$ cat src/rtl/bigmul_job_arbiter_pkg.sv
// Shared types and widths for the bigmul job arbiter.
package bigmul_job_arbiter_pkg;

    localparam int unsigned CyclesW = 64;
    localparam int unsigned JobsW   = 32;

    typedef enum logic [2:0] {
        StIdle   = 3'd0,
        StLaunch = 3'd1,
        StWait   = 3'd2,
        StResp   = 3'd3,
        StDrain  = 3'd4
    } state_e;

endpackage

$ cat src/rtl/bigmul_job_arbiter_rr_arbiter.sv
// Combinational round-robin picker: first set request at or after rr_ptr_i, cyclically.
module bigmul_job_arbiter_rr_arbiter #(
    parameter int unsigned NumReq = 4,
    parameter int unsigned IdxW   = 2
) (
    input  logic [NumReq-1:0] req_i,
    input  logic [IdxW-1:0]   rr_ptr_i,
    output logic              any_o,
    output logic [IdxW-1:0]   winner_o,
    output logic [NumReq-1:0] onehot_o
);

    logic [2*NumReq-1:0] doubled;
    logic [NumReq-1:0]   rotated;
    logic [IdxW:0]       sum;

    // Bit k of rotated is request (rr_ptr + k) mod NumReq.
    assign doubled = {req_i, req_i} >> rr_ptr_i;
    assign rotated = doubled[NumReq-1:0];

    always_comb begin
        any_o    = 1'b0;
        winner_o = '0;
        onehot_o = '0;
        sum      = '0;
        for (int unsigned k = 0; k < NumReq; k++) begin
            if (!any_o && rotated[k]) begin
                any_o = 1'b1;
                sum   = {1'b0, rr_ptr_i} + (IdxW+1)'(k);
                if (sum >= (IdxW+1)'(NumReq)) begin
                    sum = sum - (IdxW+1)'(NumReq);
                end
                winner_o = sum[IdxW-1:0];
            end
        end
        if (any_o) begin
            onehot_o = NumReq'(1) << winner_o;
        end
    end

endmodule

$ cat src/rtl/bigmul_job_arbiter.sv
// Shares one bigmul unit between NUM_REQ requesters: round-robin grant, start pulse,
// wait for done with a watchdog, one-cycle response, and drain after a timeout.
module bigmul_job_arbiter
    import bigmul_job_arbiter_pkg::*;
#(
    parameter int unsigned NUM_REQ        = 4,
    parameter int unsigned IDX_W          = 2,
    parameter int unsigned TIMEOUT_CYCLES = 300000
) (
    input  logic                 clk,
    input  logic                 rst,
    input  logic [NUM_REQ-1:0]   req,
    output logic [NUM_REQ-1:0]   grant,
    output logic [NUM_REQ-1:0]   rsp_valid,
    output logic                 rsp_err,
    output logic [CyclesW-1:0]   rsp_cycles,
    output logic                 mul_start,
    input  logic                 mul_busy,
    input  logic                 mul_done,
    input  logic [CyclesW-1:0]   mul_cycles,
    output logic [JobsW-1:0]     jobs_total,
    output logic                 err_sticky
);

    localparam int unsigned WdW = $clog2(TIMEOUT_CYCLES + 1);

    state_e               state_q, state_d;
    logic [IDX_W-1:0]     winner_q, winner_d;
    logic [IDX_W-1:0]     rr_ptr_q, rr_ptr_d;
    logic [NUM_REQ-1:0]   grant_q, grant_d;
    logic [WdW-1:0]       wd_q, wd_d;
    logic                 rsp_err_q, rsp_err_d;
    logic [CyclesW-1:0]   rsp_cycles_q, rsp_cycles_d;
    logic [JobsW-1:0]     jobs_q, jobs_d;
    logic                 err_sticky_q, err_sticky_d;

    logic                 arb_any;
    logic [IDX_W-1:0]     arb_winner;
    logic [NUM_REQ-1:0]   arb_onehot;

    bigmul_job_arbiter_rr_arbiter #(
        .NumReq (NUM_REQ),
        .IdxW   (IDX_W)
    ) u_rr_arbiter (
        .req_i    (req),
        .rr_ptr_i (rr_ptr_q),
        .any_o    (arb_any),
        .winner_o (arb_winner),
        .onehot_o (arb_onehot)
    );

    always_comb begin
        state_d      = state_q;
        winner_d     = winner_q;
        rr_ptr_d     = rr_ptr_q;
        grant_d      = grant_q;
        wd_d         = wd_q;
        rsp_err_d    = rsp_err_q;
        rsp_cycles_d = rsp_cycles_q;
        jobs_d       = jobs_q;
        err_sticky_d = err_sticky_q;
        mul_start    = 1'b0;
        rsp_valid    = '0;

        unique case (state_q)
            StIdle: begin
                // A busy unit here means a job survived a reset; never double-start it.
                if (arb_any && !mul_busy) begin
                    winner_d = arb_winner;
                    grant_d  = arb_onehot;
                    state_d  = StLaunch;
                end
            end
            StLaunch: begin
                mul_start = 1'b1;
                wd_d      = '0;
                state_d   = StWait;
            end
            StWait: begin
                wd_d = wd_q + 1'b1;
                if (mul_done) begin
                    rsp_cycles_d = mul_cycles;
                    rsp_err_d    = 1'b0;
                    state_d      = StResp;
                end else if (wd_q == WdW'(TIMEOUT_CYCLES - 1)) begin
                    rsp_cycles_d = '0;
                    rsp_err_d    = 1'b1;
                    err_sticky_d = 1'b1;
                    state_d      = StResp;
                end
            end
            StResp: begin
                rsp_valid = grant_q;
                grant_d   = '0;
                rr_ptr_d  = (winner_q == IDX_W'(NUM_REQ - 1)) ? '0 : winner_q + 1'b1;
                if (!rsp_err_q) begin
                    jobs_d = jobs_q + 1'b1;
                end
                state_d = rsp_err_q ? StDrain : StIdle;
            end
            StDrain: begin
                // The timed-out job cannot be aborted; its late done is simply dropped.
                if (!mul_busy) begin
                    state_d = StIdle;
                end
            end
            default: state_d = StIdle;
        endcase
    end

    always_ff @(posedge clk) begin
        if (rst) begin
            state_q      <= StIdle;
            winner_q     <= '0;
            rr_ptr_q     <= '0;
            grant_q      <= '0;
            wd_q         <= '0;
            rsp_err_q    <= 1'b0;
            rsp_cycles_q <= '0;
            jobs_q       <= '0;
            err_sticky_q <= 1'b0;
        end else begin
            state_q      <= state_d;
            winner_q     <= winner_d;
            rr_ptr_q     <= rr_ptr_d;
            grant_q      <= grant_d;
            wd_q         <= wd_d;
            rsp_err_q    <= rsp_err_d;
            rsp_cycles_q <= rsp_cycles_d;
            jobs_q       <= jobs_d;
            err_sticky_q <= err_sticky_d;
        end
    end

    assign grant      = grant_q;
    assign rsp_err    = rsp_err_q;
    assign rsp_cycles = rsp_cycles_q;
    assign jobs_total = jobs_q;
    assign err_sticky = err_sticky_q;

endmodule

$ cat config.mk
export PLATFORM = sky130hd
export DESIGN_NAME = bigmul_job_arbiter
export DESIGN_NICKNAME = d
export VERILOG_FILES = /design/src/rtl/bigmul_job_arbiter_pkg.sv /design/src/rtl/bigmul_job_arbiter_rr_arbiter.sv /design/src/rtl/bigmul_job_arbiter.sv
export SDC_FILE = /design/constraint.sdc
export NUM_CORES = 1
export LEC_CHECK = 0
export CAP_MARGIN = 40
export CORE_MARGIN = 2
export CORE_UTILIZATION = 46
export CTS_CLUSTER_SIZE = 28
export DETAILED_ROUTE_END_ITERATION = 16
export PLACE_DENSITY = 0.8
export SLEW_MARGIN = 10
export SYNTH_ARGS = -nofsm -noshare
export SYNTH_HDL_FRONTEND = slang
export SYNTH_SLANG_ARGS = --single-unit
$ cat constraint.sdc
create_clock -name clk -period 2.3 [get_ports clk]
set_input_delay 0.46 -clock clk [delete_from_list [all_inputs] [get_ports clk]]
set_output_delay 0.46 -clock clk [all_outputs]
set_load 0.03 [all_outputs]
==> results.sh <==
export IMPL_final_cell_mix="172 x clkdlybuf4s50_1, 128 x dfxtp_1, 96 x nand2_1, 91 x a21oi_1, 75 x o21ai_0"
export IMPL_cts_tree="done"
export IMPL_antenna_found_initial=0
export IMPL_startpoint_type="flip-flop"
export IMPL_power_leakage_nw=2.76
export IMPL_timing_final_setup_violations=0
export IMPL_path_class="reg2out"
export IMPL_post_cts_setup_buffers=0
export IMPL_worst_pin_slew_ps=853
export IMPL_die_h_um=112
export IMPL_required_ps=1840
export IMPL_path_clk_slew_ps=60
export IMPL_nNetsFinal=912
export IMPL_clkPwrFrac_pct=48.6
export IMPL_routed_wl_mm=15.7
export IMPL_max_clock_freq_mhz=468
export IMPL_setup_slack_ps=165
export IMPL_synth_seq_cells=128
export IMPL_dp_hpwl_mm=10.5
export IMPL_syn_area_um2=5410
export IMPL_ctsHtreeMaxLevel=4
export IMPL_r2r_start="wd_q[5]"
export IMPL_clk_path_buf_depth=2
export IMPL_switching_share_pct=23.5
export IMPL_r2r_setup_slack_ps=180
export IMPL_synth_fp_nets=741
export IMPL_slew_headroom_pct=43.1
export IMPL_layout_commonest_cell="clkdlybuf4s50_1"
export IMPL_gr_total_overflow=0
export IMPL_r2r_end="rsp_cycles[32]"
export IMPL_power_total_mw=5.70
export IMPL_gp_congestion=0.773
export IMPL_firstDrtPassIters=6
export IMPL_portBuffers=178
export IMPL_antenna_cells=0
export IMPL_status="finished, final reports clean"
export IMPL_remaining_drc_errors=0
export IMPL_wl_per_cell_um=15.8
export IMPL_p_sw_mw=1.34
export IMPL_grt_max_degree=66
export IMPL_dpl_cell_area_um2=7390
export IMPL_synth_warnings=0
export IMPL_intPower_mw=4.36
export IMPL_p_per_area_nw_per_um2=711
export IMPL_cp_end_kind="output pin"
export IMPL_drtAntennaViolNets=0
export IMPL_synth_avg_cell_area_um2=8.13
export IMPL_hold_start="rst"
export IMPL_grt_pass1_vias=5497
export IMPL_min_period_over_period_pct=92.8
export IMPL_place_ws_ps=-149
export IMPL_worstHoldEndpoint="jobs_total[21]"
export IMPL_drv_slew=0
export IMPL_hp_class="in2reg"
export IMPL_cts_root_buf="clkbuf_16"
export IMPL_sequentialPowerShare_pct=40.4
export IMPL_synth_main_ff_cell="dfxtp_1"
export IMPL_rows=39
export IMPL_postLayoutCoreUtil_pct=69.9
export IMPL_clk_latency_ps=410
export IMPL_start_util_pct=47.2
export IMPL_ir_drop_mv=0.576
export IMPL_synth_cell_types=51
export IMPL_drive_above_1_share_pct=8.60
export IMPL_drv_cap=0
export IMPL_core_area_um2=11500
export IMPL_hold_depth=2
export IMPL_worstPathMaxFanout=10
export IMPL_grt_pass1_wl_mm=26.1
export IMPL_die_x_um=112
export IMPL_clock_skew_ps=8.68
export IMPL_dieArea_um2=12700
export IMPL_grtUsageTotal_pct=24.9
export IMPL_worstPathArrival_ps=1680
export IMPL_cts_buffers=17
export IMPL_syn_instance_count=666
export IMPL_rsz0062_at_grt="no"
export IMPL_area_growth_pct=48.0
export IMPL_p_comb_share_pct=11.0
export IMPL_design_area_um2=8010
export IMPL_num_vias=5565
export IMPL_via_per_inst=5.61
export IMPL_ioPinCount=179
export IMPL_async_flop_share_pct=0
export IMPL_synth_edf_count=0
export IMPL_cts_sinks=128
export IMPL_worstRegToRegCells=5
export IMPL_drt_first_iter_violations=506
export IMPL_fin_crit_ps=2140
export IMPL_hold_viol=0
export IMPL_synth_seq_area_share_pct=47.3
-- worst max-delay path: stages, from the launching register on --
cell and delay (ps):
dfxtp_1 330, buf_4 160, or3b_4 460, inv_1 170, buf_12 140
-- cell usage after synthesis, types with 3 or more instances --
| master | count | area [um^2] |
|---|---|---|
| mux2_2 | 4 | 45.0 |
| or3_1 | 11 | 68.8 |
| o211ai_1 | 3 | 22.5 |
| nor3_1 | 10 | 50.1 |
| inv_1 | 3 | 11.3 |
| nand2b_1 | 4 | 25.0 |
| nand4_1 | 23 | 144 |
| nand2_1 | 96 | 360 |
| buf_2 | 6 | 30.0 |
| nand3_1 | 22 | 110 |
| xnor2_1 | 11 | 96.3 |
| nand3b_1 | 4 | 30.0 |
| a311oi_1 | 3 | 26.3 |
| a31oi_1 | 3 | 18.8 |
| and2_1 | 6 | 37.5 |
| dfxtp_1 | 128 | 2560 |
| buf_1 | 6 | 22.5 |
| nor4_1 | 3 | 18.8 |
| and3_1 | 6 | 37.5 |
| or4_1 | 5 | 37.5 |
| a21oi_1 | 92 | 460 |
| clkbuf_1 | 34 | 128 |
| nor2_1 | 50 | 188 |
| xor2_1 | 11 | 96.3 |
| o21ai_0 | 75 | 375 |
| ha_1 | 3 | 37.5 |
| and4_1 | 9 | 78.8 |
| nor2b_1 | 6 | 37.5 |
-- per-layer routing --
layer  vias up  track usage [%]  part of all wire [%]
li1       2699                -                     -
met1      2620             29.6                    41
met2       223             42.6                    49
met3        23             8.80                   8.2
met4         0             7.64                   1.6
met5         -                0                     0
-- worst max-delay path by stage --
stage,slack [ps],end,depth (start not counted),start
2_1_floorplan,320,jobs_total[28],5,jobs_total[10]
3_3_place_gp,-80,grant[0],6,req[0]
3_5_place_dp,-150,grant[1],6,req[0]
4_1_cts,6,mul_start,4,state_q[0]
5_1_grt,40,rsp_cycles[40],5,wd_q[5]
6_report,160,mul_start,4,state_q[0]
-- what timing repair did --
item	in CTS	in global routing
gates resized for setup	5	1
pin swaps	0	1
endpoints found under the setup margin	4	29
hold buffers	0	0
cloned	0	1
-- logic make-up (layout without fill, tap and decap cells) --
logic type / Yosys count / after routing / synth area share, %
flip-flops: 128 / 128 / 47.3
XOR/XNOR: 22 / 22 / 3.56
adder cells (fa/ha/maj): 3 / 3 / 0.694
multiplexers: 5 / 5 / 1.02
buffers and inverters: 53 / 235 / 4.11
AO/OA/AOI/OAI: 187 / 188 / 18.4
AND/OR/NAND/NOR: 268 / 268 / 24.9
-- sequential cells by signal (all words and copies together), names as in the netlist --
name / cells
rr_ptr_q: 2
jobs_total: 32
grant: 4
rsp_cycles: 64
rsp_err: 1
winner_q: 2
err_sticky: 1
state_q: 3
wd_q: 19
-- through the flow --
step | setup TNS, ps | instances | hold WS, ps
6_report | 0 | 992 | 445
5_1_grt | 0 | 992 | 453
4_1_cts | 0 | 991 | 434
3_5_place_dp | -397 | 960 | 456
3_3_place_gp | -240 | 960 | 452
2_1_floorplan | 0 | 666 | 440
-- layout make-up --
class                           instances  area, um^2
Fill cell                             880        3460
Multi-Input combinational cell        486        2660
Sequential cell                       128        2560
Timing Repair Buffer                  201        1980
Clock buffer                           22         484
Tap cell                              143         179
Clock inverter                          9         131
Inverter                                3        11.3
-- power by group through the flow --
stage          clock [mW]  combinational, mW  sequential, mW
6_report             2.77              0.626            2.30
5_1_grt              2.89              0.675            2.31
4_1_cts              2.81              0.620            2.30
3_5_place_dp            0              0.616            2.35
3_3_place_gp            0              0.603            2.35
2_1_floorplan           0              0.228            2.43
(Power assumes the default switching activity.)
